==> config.mk <==
export PLATFORM = sky130hd
export DESIGN_NAME = pipe_ctrl_chain
export DESIGN_NICKNAME = d
export VERILOG_FILES = /design/src/rtl/pipe_ctrl_chain.sv
export SDC_FILE = /design/constraint.sdc
export NUM_CORES = 1
export LEC_CHECK = 0
export CAP_MARGIN = 20
export CORE_MARGIN = 1
export CORE_UTILIZATION = 40
export DETAILED_ROUTE_END_ITERATION = 8
export PLACE_DENSITY = 0.85
export SLEW_MARGIN = 10
export SYNTH_ARGS = -nofsm -noshare
export SYNTH_HDL_FRONTEND = slang
export SYNTH_SLANG_ARGS = --single-unit
==> constraint.sdc <==
create_clock -name Clk -period 1.62 [get_ports Clk]
set_clock_uncertainty 0.2 [all_clocks]
set_input_delay 0.324 -clock Clk [delete_from_list [all_inputs] [get_ports Clk]]
set_output_delay 0.324 -clock Clk [all_outputs]
set_load 0.02 [all_outputs]
==> src/rtl/pipe_ctrl_chain.sv <==
// rtl/pipe_ctrl_chain.sv - DEPTH-stage control-bundle pipeline with flush, load-use stall and flush exemption
// Optional bubble counter is built when PIPE_CTRL_BUBBLE_CNT_EN is defined.
module pipe_ctrl_chain #(
   parameter int                WIDTH        = 24,
   parameter int                DEPTH        = 3,
   parameter logic [WIDTH-1:0]  BUBBLE_VALUE = 24'h000001,
   parameter logic [WIDTH-1:0]  EXEMPT_MASK  = 24'hFC0000,
   parameter logic [WIDTH-1:0]  EXEMPT_VALUE = 24'h380000
) (
   input  logic                   Clk,
   input  logic                   Rst,
   input  logic [WIDTH-1:0]       CtrlIn,
   input  logic                   InValid,
   input  logic                   Stall,
   input  logic [DEPTH-1:0]       Flush,
   output logic [WIDTH*DEPTH-1:0] CtrlOut,
   output logic [DEPTH-1:0]       ValidOut,
   output logic [15:0]            BubbleCount
);

   logic [WIDTH-1:0] r_stage [DEPTH];
   logic [DEPTH-1:0] r_valid;
   logic [WIDTH-1:0] w_next  [DEPTH];
   logic [DEPTH-1:0] w_next_valid;
   logic [DEPTH-1:0] w_bub;

   function automatic logic f_exempt(input logic [WIDTH-1:0] x);
      return (EXEMPT_MASK != '0) && ((x & EXEMPT_MASK) == EXEMPT_VALUE);
   endfunction

   // w_bub marks every stage forced to BUBBLE_VALUE by a flush or the stall bubble.
   always_comb begin
      w_bub        = '0;
      w_next_valid = r_valid;
      for (int s = 0; s < DEPTH; s++) begin
         w_next[s] = r_stage[s];
      end

      if (Flush[0] && !f_exempt(CtrlIn)) begin
         w_bub[0] = 1'b1;
      end else if (!Stall) begin
         w_next[0]       = CtrlIn;
         w_next_valid[0] = InValid;
      end

      for (int s = 1; s < DEPTH; s++) begin
         if (Flush[s] && !f_exempt(r_stage[s-1])) begin
            w_bub[s] = 1'b1;
         end else if (s == 1 && Stall) begin
            w_bub[s] = 1'b1;
         end else begin
            w_next[s]       = r_stage[s-1];
            w_next_valid[s] = r_valid[s-1];
         end
      end

      for (int s = 0; s < DEPTH; s++) begin
         if (w_bub[s]) begin
            w_next[s]       = BUBBLE_VALUE;
            w_next_valid[s] = 1'b0;
         end
      end
   end

   always_ff @(posedge Clk) begin
      if (!Rst) begin
         for (int s = 0; s < DEPTH; s++) begin
            r_stage[s] <= BUBBLE_VALUE;
         end
         r_valid <= '0;
      end else begin
         for (int s = 0; s < DEPTH; s++) begin
            r_stage[s] <= w_next[s];
         end
         r_valid <= w_next_valid;
      end
   end

   for (genvar g = 0; g < DEPTH; g++) begin : g_out
      assign CtrlOut[g*WIDTH +: WIDTH] = r_stage[g];
   end
   assign ValidOut = r_valid;

`ifdef PIPE_CTRL_BUBBLE_CNT_EN
   logic [15:0] r_bubble_cnt;

   always_ff @(posedge Clk) begin
      if (!Rst) begin
         r_bubble_cnt <= '0;
      end else if (|w_bub && r_bubble_cnt != 16'hFFFF) begin
         r_bubble_cnt <= r_bubble_cnt + 16'd1;
      end
   end

   assign BubbleCount = r_bubble_cnt;
`else
   assign BubbleCount = '0;
`endif

endmodule

---- After elaboration in Yosys (flattened, before gate mapping) ----
Memories as Yosys holds them, arrays and structs flattened.
Index checks and enable logic that the tools add are counted.
storage, ports and cells
  flip-flop bits (word level) ............. 3
  RAM bits ................................ 72
  input bits .............................. 31
  output and inout port bits .............. 91
  logic and storage cells ................. 42
  memories kept ........................... 1
operators by class
  equality and inequality tests ........... 3
  mux-type cells .......................... 17
  bitwise logic cells ..................... 7
  reductions and logical operators ........ 11
memories
  name     depth  bits a word  rd ports  clocked after memory_dff  write ports  RTL line  source
  r_stage  3      24           3         0                         3            21        logic [WIDTH-1:0] r_stage [DEPTH];
operators with widths
  operator            count
  $mux 24             11
  $eq 6x4->1 const B  3
  $mux 1              6
  $reduce_or 2->1     3
  $not 1->1           4
  $reduce_and 2->1    2
  $logic_and 1x1->1   3
  $logic_not 1->1     3
  $or 1x1->1          3

---- Longest topological paths before layout ----
An unclocked memory read counts as a cell.
  depth after elaboration ................. 7
  depth in mapped cells ................... 5

---- Worst setup path before layout ----
No wires, ideal clock.
  kind .................................... register -> register
  from .................................... mem r_stage[1][19] (netlist: r_stage[0][43])
  to ...................................... reg r_valid[2] (netlist: ValidOut[2])
  setup time .............................. 0.060 ns
  arrival time ............................ 1.198 ns
  data required time ...................... 1.360 ns
  path slack .............................. 0.162 ns
  cell stages (with the launch flop) ...... 5
  buffers on the path ..................... 1
  cells stage by stage .................... dfxtp_1 nand4b_1 o31ai_2 clkbuf_1 and3_1
RTL lines
  what                    RTL line  source
  start: declaration      21
  end signal: assignment  75        r_valid <= w_next_valid;
  end: declaration        22        logic [DEPTH-1:0] r_valid;

==> impl_metrics.tcl <==
set metrics [dict create \
    run_status "finished clean" \
    vias_after_detailed_routing 1828 \
    area.sequential_um2 1504 \
    post_route_cells_drive_above_1_share_pct 14.08 \
    grt_start_max_net_pins 24 \
    port_buffers 105 \
    crit_slowest_cell "sky130_fd_sc_hd__dfxtp_1" \
    setup.reg_to_reg.worst_slack_ns 0.09 \
    critical_path_start_type "register" \
    grt_setup_unrepaired "false" \
    dp_hpwl_mm 4.476 \
    clock_tree.root_cell "sky130_fd_sc_hd__clkbuf_8" \
    worstSkewPairLatency_ns 0.34 \
    fp-row-count 28 \
    power.static_leakage_uw 0.001942 \
    finalWeightedCongestion 0.7737 \
    floorplan.io_pins 122 \
    die_height_um 81.06 \
    slew_violations 0 \
    timing.fmax_mhz 633.1 \
    post_drt_via_cell_ratio 4.394 \
    timing.critical_path.cells "buf_4 -> clkdlybuf4s15_2" \
    power-per-cell-area_nw_per_um2 967.7 \
    worst-path-max-fanout 2 \
    worst_hold_path.endpoint "r_stage[0][48]" \
    multi_input_area_um2 879.6 \
    ir_worst_vdd_mv 0.4963 \
    setup.worst_path.class "reg -> out" \
    ys_types 23 \
    yosysSeqAreaShare_pct 60.06 \
    period_share_pct 97.50 \
    globalRoute.busiestLayer "met2" \
    global_route.overflow_total 0 \
    met1_global_route_usage_pct 22.15 \
    fp.dieArea_um2 6570 \
    met3_usage_pct 2.697 \
    dr.pass1.iters 4 \
    global_route_wire_length_before_repair_mm 9.004 \
    cts_inserted_buffers 9 \
    min_period_ns 1.580 \
    post_synth_instance_area_um2 2500 \
    r2r-end "ValidOut[2]" \
    stdcell_count 416 \
    hold_path_depth 1 \
    worstHoldPathType "reg -> reg" \
    cp.arrival_ns 1.06 \
    use_met2_pct 32.35 \
    grt_pass1_vias 1814 \
    core_area_um2 5991 \
    initial_utilization_pct 41.73 \
    layout.cells.most_common_list "73 x sky130_fd_sc_hd__dfxtp_1, 59 x sky130_fd_sc_hd__dlygate4sd2_1, 28 x sky130_fd_sc_hd__clkdlybuf4s50_1" \
    critical_path_required_ns 1.10 \
    syn-instance-count 215 \
    wire_per_inst_um 14.13 \
    placedCellCount 399 \
    hold_path.startpoint "r_stage[0][24]" \
    timing.max_cap.violations 0 \
    cts-htree-levels 3 \
    detail_route.wirelength_mm 5.878 \
    nets 368 \
    timing.critical_path.to_type "primary output" \
    clockBufferDepth 2 \
    yosys_warnings 0 \
    syn_area_cell_um2 11.63 \
    worst_r2r_startpoint "r_stage[0][46]" \
    worst_reg2reg_path_length_in_cells 3 \
    post-route-util_pct 64.10 \
    ant_nets 0 \
    antenna_cells_inserted 0 \
    drt-initial-drc-count 80 \
    detail_route.drc_violations 0 \
    setup_violations 0 \
    holdBufCountCts 0 \
    floorplan.die.width_um 81.06 \
    critical-path-max-stage-delay_ns 0.34 \
    clock-sinks 75 \
    final_common_cell "sky130_fd_sc_hd__dfxtp_1" \
    final_hold_viol_count 0 \
    yosys_register_bits 75 \
    power.total_uw 3716 \
    flow.area_growth_from_synthesis_pct 53.60 \
    fill_cells 498 \
    antenna_found_initial 0 \
    hold_ws_ns 0.2502 \
    groute.usage.overall_pct 19.14 \
    cts.reportedPaths.clkPinSlew_ns 0.07 \
    tritoncts "yes" \
]
how the worst max path moves through the flow:
| stage | from | end | cells past startpoint |
|---|---|---|---|
| 2_1_floorplan | r_stage[0][43] | ValidOut[2] | 4 |
| 3_3_place_gp | Rst | r_stage[0][26] | 6 |
| 3_5_place_dp | Rst | r_stage[0][26] | 6 |
| 4_1_cts | r_stage[0][10] | CtrlOut[10] | 1 |
| 5_1_grt | r_stage[0][21] | CtrlOut[21] | 1 |
| 6_report | r_stage[0][43] | CtrlOut[43] | 2 |
flip-flops by register name, summed over array words and instances, names as in the netlist:
| signal | cells |
|---|---|
| r_stage | 72 |
| ValidOut | 3 |
repair_timing:
action / 4_1_cts / 5_1_grt
setup endpoints to repair: 98 / 59
pin swaps: 1 / 2
gates resized for setup: 92 / 14
gates cloned: 1 / 0
buffers inserted: 0 / 1
cell families after synthesis:
| logic type | synth area share (%) |
|---|---|
| simple gates | 19.42 |
| buf+inv | 8.458 |
| flops | 60.06 |
| compound gates | 2.302 |
| mux | 9.610 |
| other cells | 0.1500 |
cell type report:
| class | count | share of cell area [%] |
|---|---|---|
| sequential | 75 | 39.17 |
| timing repair buffer | 123 | 29.85 |
| multi-input combinational | 127 | 22.91 |
| clock buffer | 14 | 4.757 |
| tap | 75 | 2.444 |
| clock inverter | 1 | 0.7820 |
| inverter | 1 | 0.09775 |
cell usage after synthesis:
master | count | area (um2)
sky130_fd_sc_hd__dfxtp_1 | 75 | 1501
sky130_fd_sc_hd__nor2_1 | 25 | 93.84
sky130_fd_sc_hd__mux2i_1 | 24 | 240.2
sky130_fd_sc_hd__nor2b_1 | 23 | 143.9
sky130_fd_sc_hd__and3_1 | 21 | 131.4
sky130_fd_sc_hd__buf_4 | 16 | 120.1
sky130_fd_sc_hd__and2_1 | 6 | 37.54
sky130_fd_sc_hd__buf_6 | 5 | 56.30
sky130_fd_sc_hd__buf_2 | 3 | 15.01
sky130_fd_sc_hd__clkbuf_1 | 3 | 11.26
sky130_fd_sc_hd__and4b_1 | 2 | 20.02
sky130_fd_sc_hd__a211o_1 | 1 | 8.760
sky130_fd_sc_hd__a21oi_2 | 1 | 8.760
sky130_fd_sc_hd__a32oi_4 | 1 | 27.53
sky130_fd_sc_hd__clkbuf_2 | 1 | 5.000
sky130_fd_sc_hd__conb_1 | 1 | 3.750
sky130_fd_sc_hd__inv_1 | 1 | 3.750
sky130_fd_sc_hd__nand3b_1 | 1 | 7.510
sky130_fd_sc_hd__nand4b_1 | 1 | 8.760
sky130_fd_sc_hd__nor3b_2 | 1 | 12.51
sky130_fd_sc_hd__nor4b_4 | 1 | 23.77
sky130_fd_sc_hd__o31ai_2 | 1 | 12.51
sky130_fd_sc_hd__or2_1 | 1 | 6.260
power by group:
group          switching, uW  internal [uW]  leakage [uW]
Combinational            176            167       0.00123
Clock                    611            872      0.000109
Sequential              18.8           1870      0.000608
per-stage QoR:
stage / TNS [ns] / cell area [um2] / worst slack [ns]
5_1_grt: 0 / 3840 / 0.002098
3_3_place_gp: -17.32 / 3646 / -0.2910
6_report: 0 / 3840 / 0.04045
2_1_floorplan: 0 / 2556 / 0.1620
3_5_place_dp: -19.44 / 3646 / -0.3109
4_1_cts: 0 / 3819 / 0.002820
routing by layer:
metal  share of wire [%]  routed length (um)  vias up
met3                 3.4                 199       17
met5                   0                   0        -
li1                    -                   -      923
met4                 3.6                 211        0
met1                  41                2433      818
met2                  52                3033       70
worst max-delay path, delay by kind of cell, from the launching register on:
kind,cells,cell delay (ns)
DFF,1,0.34
buffers and inverters,2,0.37
Note: power is estimated with default switching activity, not from simulation.
